<file path="src/rtl/maxil_pkg.sv">
// Shared types and constants for the AXI4-Lite master read engine.
package maxil_pkg;

    typedef enum logic [1:0] {
        ST_IDLE = 2'd0,
        ST_ADDR = 2'd1,
        ST_DATA = 2'd2,
        ST_RESP = 2'd3
    } maxil_state_e;

    localparam logic [1:0] RESP_OKAY   = 2'b00;
    localparam logic [1:0] RESP_EXOKAY = 2'b01;
    localparam logic [1:0] RESP_SLVERR = 2'b10;
    localparam logic [1:0] RESP_DECERR = 2'b11;

    localparam int MAXIL_ADDR_W      = 32;
    localparam int MAXIL_DATA_W      = 32;
    localparam int MAXIL_TIMEOUT_CYC = 256;
    localparam int MAXIL_CNT_W       = 16;

endpackage

</file>
<file path="src/rtl/maxil_timeout_cnt.sv">
// Saturating wait counter with synchronous clear and a sticky limit flag.
// LIMIT == 0 keeps the counter parked at zero so the flag never sets.
module maxil_timeout_cnt #(
    parameter int LIMIT = 256,
    parameter int W     = 9
) (
    input  logic clk,
    input  logic rst_n,
    input  logic clr,
    input  logic en,
    output logic flag
);

    localparam logic [W-1:0] LIM = W'(LIMIT);

    logic [W-1:0] cnt_q, cnt_d;
    logic         flag_q, flag_d;

    always_comb begin
        cnt_d = cnt_q;
        if (clr)
            cnt_d = '0;
        else if (en && (cnt_q != LIM))
            cnt_d = cnt_q + 1'b1;
        flag_d = flag_q | ((LIMIT != 0) && (cnt_d == LIM));
    end

    always_ff @(posedge clk or negedge rst_n) begin
        if (!rst_n) begin
            cnt_q  <= '0;
            flag_q <= 1'b0;
        end else begin
            cnt_q  <= cnt_d;
            flag_q <= flag_d;
        end
    end

    assign flag = flag_q;

endmodule

</file>
<file path="src/rtl/maxil_read_top.sv">
// AXI4-Lite master read engine: one outstanding read, registered outputs,
// local alignment check, sticky response timeout and completion counter.
module maxil_read_top
    import maxil_pkg::*;
#(
    parameter int ADDR_W      = MAXIL_ADDR_W,
    parameter int DATA_W      = MAXIL_DATA_W,
    parameter int TIMEOUT_CYC = MAXIL_TIMEOUT_CYC,
    parameter int CNT_W       = MAXIL_CNT_W
) (
    input  logic              maxil_read_top_clk,
    input  logic              maxil_read_top_rst_n,
    input  logic              maxil_read_cmd_valid,
    output logic              maxil_read_cmd_ready,
    input  logic [ADDR_W-1:0] maxil_read_cmd_addr,
    input  logic [2:0]        maxil_read_cmd_prot,
    output logic              maxil_read_arvalid,
    input  logic              maxil_read_arready,
    output logic [ADDR_W-1:0] maxil_read_araddr,
    output logic [2:0]        maxil_read_arprot,
    input  logic              maxil_read_rvalid,
    output logic              maxil_read_rready,
    input  logic [DATA_W-1:0] maxil_read_rdata,
    input  logic [1:0]        maxil_read_rresp,
    output logic              maxil_read_rsp_valid,
    input  logic              maxil_read_rsp_ready,
    output logic [DATA_W-1:0] maxil_read_rsp_data,
    output logic [1:0]        maxil_read_rsp_resp,
    output logic              maxil_read_timeout,
    output logic [CNT_W-1:0]  maxil_read_txn_count
);

    localparam int TO_W = (TIMEOUT_CYC > 0) ? $clog2(TIMEOUT_CYC + 1) : 1;

    logic clk, rst_n;
    assign clk   = maxil_read_top_clk;
    assign rst_n = maxil_read_top_rst_n;

    maxil_state_e      state_q, state_d;
    logic              cmd_ready_q, cmd_ready_d;
    logic              arvalid_q, arvalid_d;
    logic              rready_q, rready_d;
    logic              rsp_valid_q, rsp_valid_d;
    logic [ADDR_W-1:0] araddr_q, araddr_d;
    logic [2:0]        arprot_q, arprot_d;
    logic [DATA_W-1:0] rsp_data_q, rsp_data_d;
    logic [1:0]        rsp_resp_q, rsp_resp_d;
    logic [CNT_W-1:0]  txn_cnt_q, txn_cnt_d;
    logic              cmd_aligned;

    assign cmd_aligned = (maxil_read_cmd_addr[1:0] == 2'b00);

    always_ff @(posedge clk or negedge rst_n) begin
        if (!rst_n) state_q <= ST_IDLE;
        else        state_q <= state_d;
    end

    always_comb begin
        state_d = state_q;
        unique case (state_q)
            ST_IDLE: if (maxil_read_cmd_valid) state_d = cmd_aligned ? ST_ADDR : ST_RESP;
            ST_ADDR: if (maxil_read_arready)   state_d = ST_DATA;
            ST_DATA: if (maxil_read_rvalid)    state_d = ST_RESP;
            ST_RESP: if (maxil_read_rsp_ready) state_d = ST_IDLE;
            default: state_d = ST_IDLE;
        endcase
    end

    // Handshake flags are decoded from the next state so every port is a flop.
    always_comb begin
        cmd_ready_d = (state_d == ST_IDLE);
        arvalid_d   = (state_d == ST_ADDR);
        rready_d    = (state_d == ST_DATA);
        rsp_valid_d = (state_d == ST_RESP);
        araddr_d    = araddr_q;
        arprot_d    = arprot_q;
        rsp_data_d  = rsp_data_q;
        rsp_resp_d  = rsp_resp_q;
        txn_cnt_d   = txn_cnt_q;
        if (state_q == ST_IDLE && maxil_read_cmd_valid) begin
            if (cmd_aligned) begin
                araddr_d = maxil_read_cmd_addr;
                arprot_d = maxil_read_cmd_prot;
            end else begin
                rsp_data_d = '0;
                rsp_resp_d = RESP_SLVERR;
            end
        end
        if (state_q == ST_DATA && maxil_read_rvalid) begin
            rsp_data_d = maxil_read_rdata;
            rsp_resp_d = maxil_read_rresp;
        end
        if (state_q == ST_RESP && maxil_read_rsp_ready)
            txn_cnt_d = txn_cnt_q + CNT_W'(1);
    end

    always_ff @(posedge clk or negedge rst_n) begin
        if (!rst_n) begin
            cmd_ready_q <= 1'b1;
            arvalid_q   <= 1'b0;
            rready_q    <= 1'b0;
            rsp_valid_q <= 1'b0;
            araddr_q    <= '0;
            arprot_q    <= '0;
            rsp_data_q  <= '0;
            rsp_resp_q  <= RESP_OKAY;
            txn_cnt_q   <= '0;
        end else begin
            cmd_ready_q <= cmd_ready_d;
            arvalid_q   <= arvalid_d;
            rready_q    <= rready_d;
            rsp_valid_q <= rsp_valid_d;
            araddr_q    <= araddr_d;
            arprot_q    <= arprot_d;
            rsp_data_q  <= rsp_data_d;
            rsp_resp_q  <= rsp_resp_d;
            txn_cnt_q   <= txn_cnt_d;
        end
    end

    maxil_timeout_cnt #(
        .LIMIT (TIMEOUT_CYC),
        .W     (TO_W)
    ) u_timeout (
        .clk   (clk),
        .rst_n (rst_n),
        .clr   ((state_q == ST_IDLE) && (state_d == ST_ADDR)),
        .en    ((state_q == ST_ADDR) || (state_q == ST_DATA)),
        .flag  (maxil_read_timeout)
    );

    assign maxil_read_cmd_ready = cmd_ready_q;
    assign maxil_read_arvalid   = arvalid_q;
    assign maxil_read_rready    = rready_q;
    assign maxil_read_rsp_valid = rsp_valid_q;
    assign maxil_read_araddr    = araddr_q;
    assign maxil_read_arprot    = arprot_q;
    assign maxil_read_rsp_data  = rsp_data_q;
    assign maxil_read_rsp_resp  = rsp_resp_q;
    assign maxil_read_txn_count = txn_cnt_q;

endmodule

</file>
<file path="config.mk">
export PLATFORM = sky130hd
export DESIGN_NAME = maxil_read_top
export DESIGN_NICKNAME = d
export VERILOG_FILES = /design/src/rtl/maxil_pkg.sv /design/src/rtl/maxil_timeout_cnt.sv /design/src/rtl/maxil_read_top.sv
export SDC_FILE = /design/constraint.sdc
export NUM_CORES = 1
export LEC_CHECK = 0
export ABC_AREA = 0
export CAP_MARGIN = 20
export CORE_ASPECT_RATIO = 0.8
export CORE_UTILIZATION = 47
export DETAILED_ROUTE_END_ITERATION = 7
export GPL_TIMING_DRIVEN = 0
export PLACE_DENSITY = 0.85
export RECOVER_POWER = 50
export SLEW_MARGIN = 10
export SYNTH_ARGS = -nofsm -noshare
export SYNTH_HDL_FRONTEND = slang
export SYNTH_HIERARCHICAL = 1
export SYNTH_SLANG_ARGS = --single-unit
</file>
<file path="constraint.sdc">
create_clock -name maxil_read_top_clk -period 4.4 [get_ports maxil_read_top_clk]
set_input_delay 0.66 -clock maxil_read_top_clk [delete_from_list [all_inputs] [get_ports maxil_read_top_clk]]
set_output_delay 0.66 -clock maxil_read_top_clk [all_outputs]
set_load 0.005 [all_outputs]
</file>
# Word level (Yosys, flattened, before mapping)
# Index checks and enable logic that the tools add are counted.
[totals]
inputBits = 75
register_bits = 101
wordCells = 50
output_inout_bits = 90
[op_classes]
addsub = 2
bitwise = 1
reduce_logical = 12
n_eq_ne = 9
mux = 14
[ops]
columns = ["operator", "n"]
rows = [
  ["two-way mux 32 bit", 3],
  ["two-way mux 9 bit", 2],
  ["adder 16 x 1 -> 16 bit, second input constant", 1],
  ["two-way mux 2 bit", 8],
  ["adder 9 x 1 -> 9 bit, second input constant", 1],
  ["equality test 9 bit, second input constant", 1],
  ["inequality test 9 bit, second input constant", 1],
  ["equality test 2 bit, second input constant", 4],
  ["one-hot mux 2 bit (4 select lines)", 1],
  ["logical NOT 2 bit", 3],
  ["logical AND 1 bit", 5],
  ["equality test 2 x 1 -> 1 bit, second input constant", 2],
  ["AND reduction 2 bit", 2],
  ["inequality test 2 x 1 -> 1 bit, second input constant", 1],
  ["nonzero test 2 bit", 1],
  ["logical OR 1 bit", 1],
  ["bitwise OR 1 bit", 1],
]

# Logic depth before layout (Yosys ltp)
[depth]
depth_word = 9
mapped_depth = 10
ltp_nobuf = 9

# Modules after synthesis
# The synthesis kept the hierarchy.
[modules_own_cells]
columns = ["module", "area_each_um2", "seq_area_each_um2", "instances", "cells_each"]
rows = [
  ["maxil_read_top", 3585.9, 2278.4, 1, 243],
  ["maxil_timeout_cnt", 641.9, 250.2, 1, 68],
]

# Least setup slack after synthesis
# OpenSTA, ideal clock, no wires.
[synth_path]
path_type = "register -> register"
start = "register state_q[1]"
end = "register u_timeout.flag_q, in the netlist u_timeout/flag"
arrival_ps = 2076
synth_period_minus_slack_ps = 2179
stages_incl_launch_ff = 10
path_slack_ps = 2221
required_time_ps = 4296
n_path_buf = 1
setup_time_ps = 104
cell_sequence = "dfrtp_1 inv_1 ha_1 nor2b_1 o41a_1 and3b_1 clkbuf_1 nor2b_1 mux2i_1 o41ai_2"
[synth_between]
elab_chain_cells = 7
word_cells_on_any_way = 17
cone_classes = "5 x eq/ne; 7 x mux; 1 x bitwise; 4 x reduce/logical"
[synth_lines]
columns = ["item", "line_no", "text"]
rows = [
  ["from (decl)", "maxil_read_top.sv:39", "maxil_state_e state_q, state_d;"],
  ["from (signal assigned)", "maxil_read_top.sv:55", "else state_q <= state_d;"],
  ["equality test 2 bit (tied with other cells)", "maxil_read_top.sv:60", "unique case (state_q)"],
  ["one-hot mux 2 bit (4 select lines) (*)", "maxil_read_top.sv:60", ""],
  ["net state_d[0]", "maxil_read_top.sv:39", ""],
  ["equality test 2 x 1 -> 1 bit (*)", "maxil_read_top.sv:127", ".clr ((state_q == ST_IDLE) && (state_d == ST_ADDR)),"],
  ["logical AND 1 bit (*)", "maxil_read_top.sv:127", ""],
  ["two-way mux 9 bit (*)", "maxil_timeout_cnt.sv:21", "if (clr)"],
  ["equality test 9 bit (*)", "maxil_timeout_cnt.sv:25", "flag_d = flag_q | ((LIMIT != 0) && (cnt_d == LIM));"],
  ["bitwise OR 1 bit (*)", "maxil_timeout_cnt.sv:25", ""],
  ["net u_timeout.flag_d", "maxil_timeout_cnt.sv:17", "logic flag_q, flag_d;"],
  ["to (signal assigned)", "maxil_timeout_cnt.sv:34", "flag_q <= flag_d;"],
  ["to (decl)", "maxil_timeout_cnt.sv:17", ""],
]
# The timed path passes the listed nets; every way through them passes the cells marked *.
# A chain may end at the register's enable or synchronous reset.

# Worst setup path after layout
[layout_path]
start = "input port maxil_read_rsp_ready"
end = "register u_timeout.flag_q, in the netlist u_timeout/flag"
[layout_between]
elab_chain_cells = 7
[layout_lines]
columns = ["item", "line_no", "text"]
rows = [
  ["from (decl)", "maxil_read_top.sv:26", "input logic maxil_read_rsp_ready,"],
  ["two-way mux 2 bit", "maxil_read_top.sv:64", "ST_RESP: if (maxil_read_rsp_ready) state_d = ST_IDLE;"],
  ["one-hot mux 2 bit (4 select lines)", "maxil_read_top.sv:60", ""],
  ["net state_d[1]", "maxil_read_top.sv:39", ""],
  ["equality test 2 x 1 -> 1 bit", "maxil_read_top.sv:127", ""],
  ["logical AND 1 bit", "maxil_read_top.sv:127", ""],
  ["two-way mux 9 bit", "maxil_timeout_cnt.sv:21", ""],
  ["equality test 9 bit", "maxil_timeout_cnt.sv:25", ""],
  ["bitwise OR 1 bit", "maxil_timeout_cnt.sv:25", ""],
  ["net u_timeout.flag_d", "maxil_timeout_cnt.sv:17", ""],
]
# The timed path passes the listed nets, and every way through them passes these cells.

==> out/metrics.json <==
{
  "run_status": {"value": "finished with violations"},
  "failing_checks": {"value": "max-capacitance violations, max-slew violations"},
  "hold_viol": {"value": 0},
  "synth-seq-area-share": {"value": 59.81, "unit": "%"},
  "area.growth.synth_to_final": {"value": 45.46, "unit": "%"},
  "leakagePower": {"value": 2.700, "unit": "nW"},
  "worst_setup_path_start_kind": {"value": "input port"},
  "postSynthNetCount": {"value": 395},
  "worstPathCellList": {"value": "dlygate4sd3_1 > nor2b_1 > a211oi_1 > a22oi_1 > and3b_1 > clkbuf_1 > nor2b_1 > mux2i_1 > o41ai_2"},
  "clock_buffer_depth": {"value": 2},
  "fmax": {"value": 348.0, "unit": "MHz"},
  "clk-insertion-delay-late": {"value": 0.35, "unit": "ns"},
  "post_synth_inst_count": {"value": 311},
  "fillerInstances": {"value": 643},
  "critPathMostFrequentCell": {"value": "sky130_fd_sc_hd__nor2b_1"},
  "slew_viol_final": {"value": 48},
  "vertical_die_dimension": {"value": 86.83, "unit": "um"},
  "place.detailed.instances": {"value": 588},
  "antenna_found_initial": {"value": 0},
  "startpoint_of_the_lowest_slack_register_to_register_path": {"value": "state_q[1]"},
  "path_class": {"value": "in2reg"},
  "initialDrtViolationCount": {"value": 114},
  "initial_core_util": {"value": 49.18, "unit": "%"},
  "postCtsSetupBuffers": {"value": 0},
  "r2r_slack": {"value": 1.68, "unit": "ns"},
  "htree_levels": {"value": 3},
  "min_period_over_period": {"value": 65.31, "unit": "%"},
  "grt.overflow.total": {"value": 0},
  "floorplan.die.width": {"value": 108.0, "unit": "um"},
  "reg2regPathDepth": {"value": 9},
  "timing.hold.worst.class": {"value": "reg2reg"},
  "cts_made_buffers": {"value": 9},
  "max_slew_margin": {"value": -73.11, "unit": "%"},
  "tritoncts": {"value": "built"},
  "finalSetupTns": {"value": 0, "unit": "ns"},
  "timing.critical_path.required": {"value": 4.65, "unit": "ns"},
  "grt_setup_unrepaired": {"value": "no"},
  "drc": {"value": 0},
  "critical_path.slowest_cell": {"value": "sky130_fd_sc_hd__dlygate4sd3_1"},
  "synth-warning-count": {"value": 6},
  "setup.worst_path.end_class": {"value": "flop"},
  "clk_pin_slew_worst_paths": {"value": 0.10, "unit": "ns"},
  "finalWorstPathRequiredPeriod": {"value": 2.874, "unit": "ns"},
  "cp_slowest_stage_delay": {"value": 0.61, "unit": "ns"},
  "synth_async_sr_flop_share": {"value": 100.0, "unit": "%"},
  "post_drt_wl_per_cell": {"value": 16.80, "unit": "um"},
  "finalSetupViolCount": {"value": 0},
  "finalClockSkew": {"value": 0.009981, "unit": "ns"},
  "fraction_of_layout_cells_with_a_size_suffix_above_1": {"value": 6.925, "unit": "%"},
  "final_design_area_excluding_fillers": {"value": 6150, "unit": "sq um"},
  "holdCritStartpoint": {"value": "maxil_read_txn_count[15]"},
  "drt-pass1-iter-count": {"value": 6},
  "total_power": {"value": 3.727, "unit": "mW"},
  "cellPowerDensity": {"value": 606.1, "unit": "nW/um^2"},
  "port-buffer-count": {"value": 164},
  "vdd_drop_max": {"value": 0.3862, "unit": "mV"},
  "ys_seq_elements": {"value": 101},
  "vias_in_the_first_global_route": {"value": 3131},
  "grt_first_pass_wirelength": {"value": 15900, "unit": "um"},
  "critPathArrivalTime": {"value": 3.12, "unit": "ns"},
  "viasPerCell": {"value": 5.267},
  "min_path_cells": {"value": 1},
  "insertedDiodeCount": {"value": 0},
  "dieArea": {"value": 9381, "unit": "sq um"},
  "post_synth_instance_area": {"value": 4228, "unit": "sq um"},
  "ctsResizeCount": {"value": 0},
  "nets": {"value": 571},
  "top_level_ports": {"value": 165},
  "antenna_violating_nets_post_route": {"value": 0},
  "dp_hpwl": {"value": 7568, "unit": "um"},
  "dr_total_vias": {"value": 3176},
  "drt_wl_total": {"value": 10130, "unit": "um"},
  "dominantRegCellSynth": {"value": "sky130_fd_sc_hd__dfrtp_1"},
  "clock-sinks": {"value": 101},
  "clock-root-buffer": {"value": "sky130_fd_sc_hd__clkbuf_8"},
  "core-area": {"value": 8596, "unit": "sq um"},
  "synth_enable_flop_cells": {"value": 0},
  "layoutNonFillerInstCount": {"value": 603},
  "maximum_number_of_pins_on_one_net_before_global_route_repair": {"value": 55},
  "cts-hold-fix-buffers": {"value": 0},
  "critical_path_peak_fanout": {"value": 10},
  "grt_use_total": {"value": 22.42, "unit": "%"},
  "yosysUniqueCellTypes": {"value": 46},
  "seq_area": {"value": 2529, "unit": "sq um"},
  "globalplace.congestion": {"value": 0.8459},
  "multiInputGateArea": {"value": 1516, "unit": "sq um"},
  "worst_hold_path.endpoint": {"value": "maxil_read_txn_count[15]"},
  "timing_worst_slew_pin_value": {"value": 2.597, "unit": "ns"},
  "detailed_place.area": {"value": 6035, "unit": "sq um"},
  "maxCapViolCount": {"value": 1},
  "reg2reg_to": {"value": "u_timeout/flag"},
  "post_synth.cell_area_avg": {"value": 13.59, "unit": "sq um"},
  "core.rowCount": {"value": 30}
}
-- metal layers --
layer  part of all wire (%)  routed length (um)  up-vias  global-route usage (%)
met1                     42                4285     1560                   28.51
met5                      0                   0        -                       0
met2                     49                4937      128                   37.52
met3                    6.8                 688       21                   5.113
li1                       -                   -     1467                       -
met4                    2.2                 218        0                   8.468
-- cells in the mapped netlist (5+ instances only) --
library cell	instances	share of area, %
sky130_fd_sc_hd__nand3_1	9	1.1
sky130_fd_sc_hd__nand2_1	8	0.71
sky130_fd_sc_hd__dfrtp_1	100	59
sky130_fd_sc_hd__a22o_1	33	6.8
sky130_fd_sc_hd__nor2b_1	7	1.0
sky130_fd_sc_hd__mux2_2	6	1.6
sky130_fd_sc_hd__mux2_1	28	7.5
sky130_fd_sc_hd__xnor2_1	13	2.7
sky130_fd_sc_hd__inv_1	11	0.98
sky130_fd_sc_hd__nand4_1	5	0.74
sky130_fd_sc_hd__nor2_1	17	1.5
sky130_fd_sc_hd__ha_1	9	2.7
sky130_fd_sc_hd__xor2_1	7	1.5
sky130_fd_sc_hd__a21oi_1	5	0.59
-- power breakdown --
| group | switching, mW | internal (mW) |
|---|---|---|
| clock | 0.304 | 0.276 |
| combinational | 0.633 | 0.967 |
| sequential | 0.252 | 1.30 |
-- critical path: cells and delay by family --
| kind | cells | cell delay [ns] |
|---|---|---|
| muxes | 1 | 0.10 |
| and+or+nand+nor | 3 | 0.60 |
| AOI/OAI and AO/OA | 3 | 0.91 |
| buffers and inverters | 2 | 0.85 |
-- worst max path at each step --
| stage | start | end | slack [ns] | depth (start not counted) |
|---|---|---|---|---|
| after floorplan | state_q[1] | u_timeout/flag | 2.22 | 9 |
| after global placement | maxil_read_top_rst_n | maxil_read_rsp_data[24] | -1.00 | 1 |
| after detailed placement | maxil_read_rsp_ready | u_timeout/flag | 1.42 | 9 |
| after CTS | maxil_read_rsp_ready | u_timeout/flag | 1.79 | 9 |
| after global routing | maxil_read_top_rst_n | maxil_read_araddr[3] | 1.32 | 1 |
| final | maxil_read_rsp_ready | u_timeout/flag | 1.53 | 9 |
-- placed cells by master (no fill, tap or decap), drive strengths merged, types with 2 or more instances in the layout --
cell type        n
nor2            18
and2             4
and3             2
a21oi            5
ha               9
inv             11
a22o            33
nor2b            7
a211oi           2
nor4             2
buf              6
mux2i            4
or3              3
nand4            8
o21ai            4
clkinvlp         3
a31oi            2
dlygate4sd3     13
nor3             3
dfrtp          100
clkbuf          18
nand3           10
mux2            34
xnor2           13
clkdlybuf4s50  150
nand2            8
xor2             7
-- kinds of logic after synthesis --
kind of cell / share of synthesized area, %
fa+ha+maj: 2.664
mux: 10.00
compound gates: 10.77
flops: 59.81
buf+inv: 2.604
simple gates: 10.00
xor+xnor: 4.143
-- registers in the layout, indices dropped and copies added (netlist names) --
register and flops:
maxil_read_araddr 32, maxil_read_rsp_data 32, maxil_read_txn_count 16, u_timeout/cnt_q 9, maxil_read_arprot 3, maxil_read_rsp_resp 2
state_q 2, maxil_read_arvalid 1, maxil_read_cmd_ready 1, maxil_read_rready 1, maxil_read_rsp_valid 1, u_timeout/flag 1
-- cell type report --
class / count / share of cell area, %
buffer: 12 / 0.9969
clock buffer: 10 / 2.238
timing repair buffer: 165 / 27.04
multi-input combinational: 187 / 24.66
tap: 112 / 2.279
clock inverter: 5 / 0.9969
inverter: 11 / 0.6714
sequential: 101 / 41.12
-- stage by stage --
stage / worst slack [ns] / utilization (%) / hold WS, ns
finish: 1.526 / 71.54 / 0.4749
floorplan: 2.221 / - / 0.3644
CTS: 1.788 / 72.52 / 0.3241
global placement: -1.005 / 69.91 / 0.4473
detailed placement: 1.422 / 70.20 / 0.4556
global route: 1.316 / 71.54 / 0.4969
No activity file was read; power rests on OpenSTA's default activity.
